[config.mk]
export PLATFORM = sky130hd
export DESIGN_NAME = ub_read_collector
export DESIGN_NICKNAME = d
export VERILOG_FILES = /design/src/rtl/ub_read_collector.sv
export SDC_FILE = /design/constraint.sdc
export NUM_CORES = 2
export LEC_CHECK = 0
export CAP_MARGIN = 25
export CORE_MARGIN = 2
export CORE_UTILIZATION = 25
export DETAILED_ROUTE_END_ITERATION = 16
export GPL_ROUTABILITY_DRIVEN = 0
export PLACE_DENSITY = 0.36
export RECOVER_POWER = 50
export SLEW_MARGIN = 20
export SYNTH_ARGS = -nofsm -noshare
export SYNTH_HDL_FRONTEND = slang
export SYNTH_SLANG_ARGS = --single-unit
[constraint.sdc]
create_clock -name clk -period 7.7 [get_ports clk]
set_input_delay 1.54 -clock clk [delete_from_list [all_inputs] [get_ports clk]]
set_output_delay 1.54 -clock clk [all_outputs]
set_load 0.01 [all_outputs]
[src/rtl/ub_read_collector.sv]
// Collects unified-buffer read words from two lanes into an output FIFO.
// Admits a read command only when the FIFO can hold every word it returns.
module ub_read_collector #(
    parameter int DATA_WIDTH = 16,
    parameter int FIFO_DEPTH = 64
) (
    input  logic                  clk,
    input  logic                  rst,
    input  logic                  cmd_valid,
    output logic                  cmd_ready,
    input  logic [5:0]            cmd_addr,
    input  logic [5:0]            cmd_len,
    output logic                  ub_read_start_out,
    output logic [5:0]            ub_read_addr_out,
    output logic [5:0]            ub_num_mem_locations_out,
    input  logic [DATA_WIDTH-1:0] ub_data_1_in,
    input  logic [DATA_WIDTH-1:0] ub_data_2_in,
    input  logic                  ub_valid_1_in,
    input  logic                  ub_valid_2_in,
    output logic [DATA_WIDTH-1:0] out_data,
    output logic                  out_valid,
    input  logic                  out_ready,
    output logic                  out_last,
    output logic                  busy,
    output logic                  done,
    output logic                  err_overflow,
    output logic                  err_unexpected
);
    localparam int AW = $clog2(FIFO_DEPTH);
    localparam int OW = AW + 1;

    typedef enum logic [1:0] {
        IDLE,
        ISSUE,
        COLLECT
    } state_t;

    state_t          state;
    state_t          state_nxt;
    logic [AW-1:0]   wr_ptr;
    logic [AW-1:0]   rd_ptr;
    logic [OW-1:0]   occ;
    logic [OW-1:0]   space;
    logic [5:0]      words_left;
    logic [5:0]      wl_nxt;
    logic [1:0]      n_push;
    logic [DATA_WIDTH:0] mem [FIFO_DEPTH];

    logic cmd_fire;
    logic pop;
    logic collect;
    logic want1;
    logic want2;
    logic push1;
    logic push2;
    logic last1;
    logic last2;
    logic finish;

    assign cmd_fire = cmd_valid && cmd_ready;
    assign pop      = out_valid && out_ready;
    assign collect  = (state == COLLECT);

    // Lane 1 precedes lane 2 in address order, so it claims words_left first
    assign want1 = ub_valid_1_in && collect && (words_left != 6'd0);
    assign want2 = ub_valid_2_in && collect && (words_left > 6'(want1));

    // Space counts the slot freed by a same-cycle pop; lane 2 loses first
    assign space  = OW'(FIFO_DEPTH) - occ + OW'(pop);
    assign push1  = want1 && (space != '0);
    assign push2  = want2 && (space > OW'(push1));
    assign n_push = 2'(push1) + 2'(push2);
    assign wl_nxt = words_left - 6'(n_push);

    assign last1  = (words_left == 6'd1);
    assign last2  = ((words_left - 6'(push1)) == 6'd1);
    assign finish = collect && (n_push != 2'd0) && (wl_nxt == 6'd0);

    assign cmd_ready = (state == IDLE)
                    && ((OW'(FIFO_DEPTH) - occ) >= OW'(cmd_len));

    assign out_valid = (occ != '0);
    assign out_data  = mem[rd_ptr][DATA_WIDTH-1:0];
    assign out_last  = out_valid && mem[rd_ptr][DATA_WIDTH];

    assign busy              = (state != IDLE);
    assign ub_read_start_out = (state == ISSUE);

    always_comb begin
        state_nxt = state;
        unique case (state)
            IDLE:    if (cmd_fire && cmd_len != 6'd0) state_nxt = ISSUE;
            ISSUE:   state_nxt = COLLECT;
            COLLECT: if (finish) state_nxt = IDLE;
            default: state_nxt = IDLE;
        endcase
    end

    always_ff @(posedge clk) begin
        if (!rst) begin
            state                    <= IDLE;
            wr_ptr                   <= '0;
            rd_ptr                   <= '0;
            occ                      <= '0;
            words_left               <= '0;
            ub_read_addr_out         <= '0;
            ub_num_mem_locations_out <= '0;
            done                     <= 1'b0;
            err_overflow             <= 1'b0;
            err_unexpected           <= 1'b0;
        end else begin
            state  <= state_nxt;
            wr_ptr <= wr_ptr + AW'(n_push);
            rd_ptr <= rd_ptr + AW'(pop);
            occ    <= occ + OW'(n_push) - OW'(pop);
            if (cmd_fire) begin
                ub_read_addr_out         <= cmd_addr;
                ub_num_mem_locations_out <= cmd_len;
                words_left               <= cmd_len;
            end else if (collect) begin
                words_left <= wl_nxt;
            end
            done <= (cmd_fire && cmd_len == 6'd0) || finish;
            if ((want1 && !push1) || (want2 && !push2))
                err_overflow <= 1'b1;
            if ((ub_valid_1_in && !want1) || (ub_valid_2_in && !want2))
                err_unexpected <= 1'b1;
        end
    end

    // Storage holds {last, data}; only pointers are reset
    always_ff @(posedge clk) begin
        if (rst && push1)
            mem[wr_ptr] <= {last1, ub_data_1_in};
        if (rst && push2)
            mem[wr_ptr + AW'(push1)] <= {last2, ub_data_2_in};
    end

endmodule

==> results.md <==
* Status: finished, violations left
* Failing checks: max-capacitance violations, max-slew violations
* Metal-1 WL at 102 mm
* Multi-input logic area at 25200 µm²
* DP HPWL at 136 mm
* Crit path required time at 6.16 ns
* Reg power frac at 39.7%
* Crit path capture type: output port
* DRT Wirelength at 225 mm
* Hold-fix buffers, CTS at 0
* Synthesis Warnings at 0
* Avg WL per Cell at 32.5 µm
* Share of cells above drive strength 1 at 46.4%
* Initial Util at 25.1%
* Clk network pwr share at 37.4%
* Core Box Area at 245000 µm²
* Slew headroom at -1.13%
* CTS tree: built
* Synth Cell Area at 61500 µm²
* TritonCTS buffer count at 144
* Critical path's most frequent cell: mux4_2
* Post_cts resized at 0
* Worst path arrival time at 5.67 ns
* Fin. max-slew vios at 18
* Pin count of the biggest net entering global routing at 103
* Final hold vios at 0
* Worst R2R Path Depth at 24
* RR Endpoint: mem[22][14]
* Clk slew on worst S/H paths at 0.06 ns
* Peak VDD IR at 0.179 mV
* Routed Antenna Nets at 0
* FF+latch count, synth at 1130
* Actual slew at the worst max-slew pin at 1.52 ns
* First-pass DRT Iterations at 5
* WL met2 at 110 mm
* Min Clock Period, post-route at 7.21 ns
* Source of the worst register-to-register timing path: occ[0]
* Skew final at 0.0279 ns
* Number of synthesized flops with an enable pin at 1088
* RSZ-0062 raised after global routing: no
* H-tree depth at 4
* Internal power at 12200 µW
* Vert. Die Dim at 500 µm
* FF+latch area at 33500 µm²
* Die area at 250000 µm²
* Register area share after synthesis at 54.5%
* Post-CTS Setup Repair Bufs at 0
* Chip width at 500 µm
* Top_reg_cell synth: edfxtp_1
* DRC viols at 0
* Worst path cell trace: buf_4, mux4_2, mux4_2, nor2b_1, a211oi_1, a211oi_2, dlygate4sd3_1
* Worst hold margin at 0.446 ns
* Placement Rows at 182
* Fill cells at 24400
* Leak at 0.0226 µW
* IO Port Bufs at 85
* Routed met3 length at 7.46 mm
* Post-Synthesis Cells at 3579
* R2R Setup Slk at 0.69 ns
* Slowest CP cell: dfxtp_2
* Logic pwr share at 22.9%
* CP endpoint: out_last
* Uppermost layer routed: met5
* Initial antenna violation count at 27
* Final net count at 3647
* Sw Ratio at 30.1%
* Pwr dens at 252 nW/µm²
* Post-synth top area share at 53.2%
* Top post-synthesis cells by area: edfxtp_1 (53%), mux4_2 (13%), mux2_2 (10%)
* Clock Latency Late Sink at 0.82 ns
* CP startpoint kind: register
* Syn Nets at 3666
* Tcrit/Tclk final at 93.6%
* Post-layout util at 28.4%
* Switching power total at 5280 µW
* Critical path launch point: rd_ptr[0]
* Max Buffers Root-to-Sink at 3
* Post-synth top area cell: edfxtp_1
* Global route total overflow at 0
* Fin Setup TNS at 0 ns
* Area Growth Syn to Fin at 13.3%
* Worst Hold Class: register to register
* Max Fclk at 139 MHz
* Post-synth cell types at 65
* DRT iter0 DRCs at 2721
* Asr flop ratio synth at 0%
* Worst setup path category: register to output port
* Delay of the slowest critical-path stage at 1.31 ns
* Syn Area/Cell at 17.2 µm²
* CTS sink count at 1130
* First-pass GRT wire length at 310 mm
* Vias in the first global route at 34400
* Final setup fails at 0
* Crit-path max FO at 23
* Clock root buffer: clkbuf_16
* Via count at 33400
* Vias per std cell at 4.84
* All-Layer GR Usage at 17.8%
* Top-Level Pins at 86
* Number of max-cap violations at 2
[cells in the final DEF (no fill, tap or decap), types with 25 or more instances in the layout]
master         synthesis  routed
nor2_1                41      43
o41ai_1               39      25
edfxtp_1            1088    1088
mux4_2               352     352
inv_1                 37      37
buf_4                 18     141
mux2_4               391     280
dfxtp_1               42      37
mux2_1                71     182
ha_1                  35      35
mux2_2               562     562
clkbuf_1             270      49
clkinv_1               0      36
and3_1                31      31
nand3_1               62      63
clkbuf_16              0     146
dlygate4sd3_1          0      30
nand2_1               52      52
a21oi_1               32      33
clkbuf_2               0      54
mux2i_1               69      69
nand3_4               29      25
[flip-flops by register name, indices dropped and copies added (netlist names)]
register / cells
ub_read_addr_out: 6
rd_ptr: 6
wr_ptr: 6
ub_num_mem_locations_out: 6
done: 1
mem: 1088
occ: 7
err_unexpected: 1
state: 2
err_overflow: 1
words_left: 6
[area by class of cell]
type	instances	share of cell area, %
clock inverters	70	0.810
diodes	15	0.0539
multi-input cells	1954	36.2
inverters	37	0.199
flip-flops and latches	1130	48.1
clock buffers	186	5.52
repair buffers	293	3.31
well taps	3220	5.78
[metal layers]
layer / vias up / global-route usage, %
met1: 18300 / 24.5
met2: 684 / 29.8
met4: 2 / 4.55
li1: 14200 / -
met3: 211 / 1.93
met5: - / 0
[Yosys cell counts, drive strengths merged, types with 9 or more instances]
cell type	instances
edfxtp	1088
mux2	1024
mux4	352
clkbuf	270
buf	188
nand3	97
mux2i	69
nand2	52
nor2	51
dfxtp	42
o41ai	39
inv	37
ha	35
a21oi	34
and3	31
o21ai	15
nand4	14
xnor2	14
nor2b	12
xor2	12
o31ai	11
nor3	10
and2	9
o21bai	9
[worst min path at each step]
| stage | start | cells past startpoint | to | slack [ns] |
|---|---|---|---|---|
| floorplan | err_overflow | 2 | err_overflow | 0.47 |
| global placement | ub_num_mem_locations_out[1] | 2 | ub_num_mem_locations_out[1] | 0.44 |
| detailed placement | err_overflow | 2 | err_overflow | 0.45 |
| CTS | ub_read_addr_out[0] | 2 | ub_read_addr_out[0] | 0.45 |
| global route | ub_read_addr_out[3] | 2 | ub_read_addr_out[3] | 0.48 |
| finish | ub_read_addr_out[3] | 2 | ub_read_addr_out[3] | 0.45 |
[logic make-up after synthesis]
group / share of synthesized area [%]
multiplexers: 35.2
AND/OR/NAND/NOR: 3.40
adder cells (fa/ha/maj): 0.778
buffers and inverters: 4.08
flip-flops: 54.5
AO/OA/AOI/OAI: 1.63
XOR/XNOR: 0.401
[worst max-delay path, delay by kind of cell, from the launching register on]
kind,cells,cell delay [ns]
flip-flops,1,1.31
buffers and inverters,2,1.23
multiplexers,2,1.16
AO/OA/AOI/OAI,2,0.95
AND/OR/NAND/NOR,1,0.17
[power groups by stage]
stage               combinational, µW  sequential [µW]  clock (µW)
finish                           4020             6960        6550
floorplan                        2520             7020           0
detailed placement               4190             7100           0
global placement                 4190             7100           0
CTS                              4200             6970        6770
global route                     4280             6980        6960
[through the flow]
stage | instance area, µm² | total power, µW | setup WS, ns | std cells
6_report | 69700 | 17500 | 0.490 | 6905
5_1_grt | 69600 | 18200 | 0.262 | 6894
4_1_cts | 70500 | 17900 | 0.920 | 6888
3_5_place_dp | 66100 | 11300 | 0.572 | 6632
3_3_place_gp | 66000 | 11300 | 0.509 | 6627
2_1_floorplan | 61500 | 9540 | 0.471 | 3579
(Power assumes the default switching activity.)
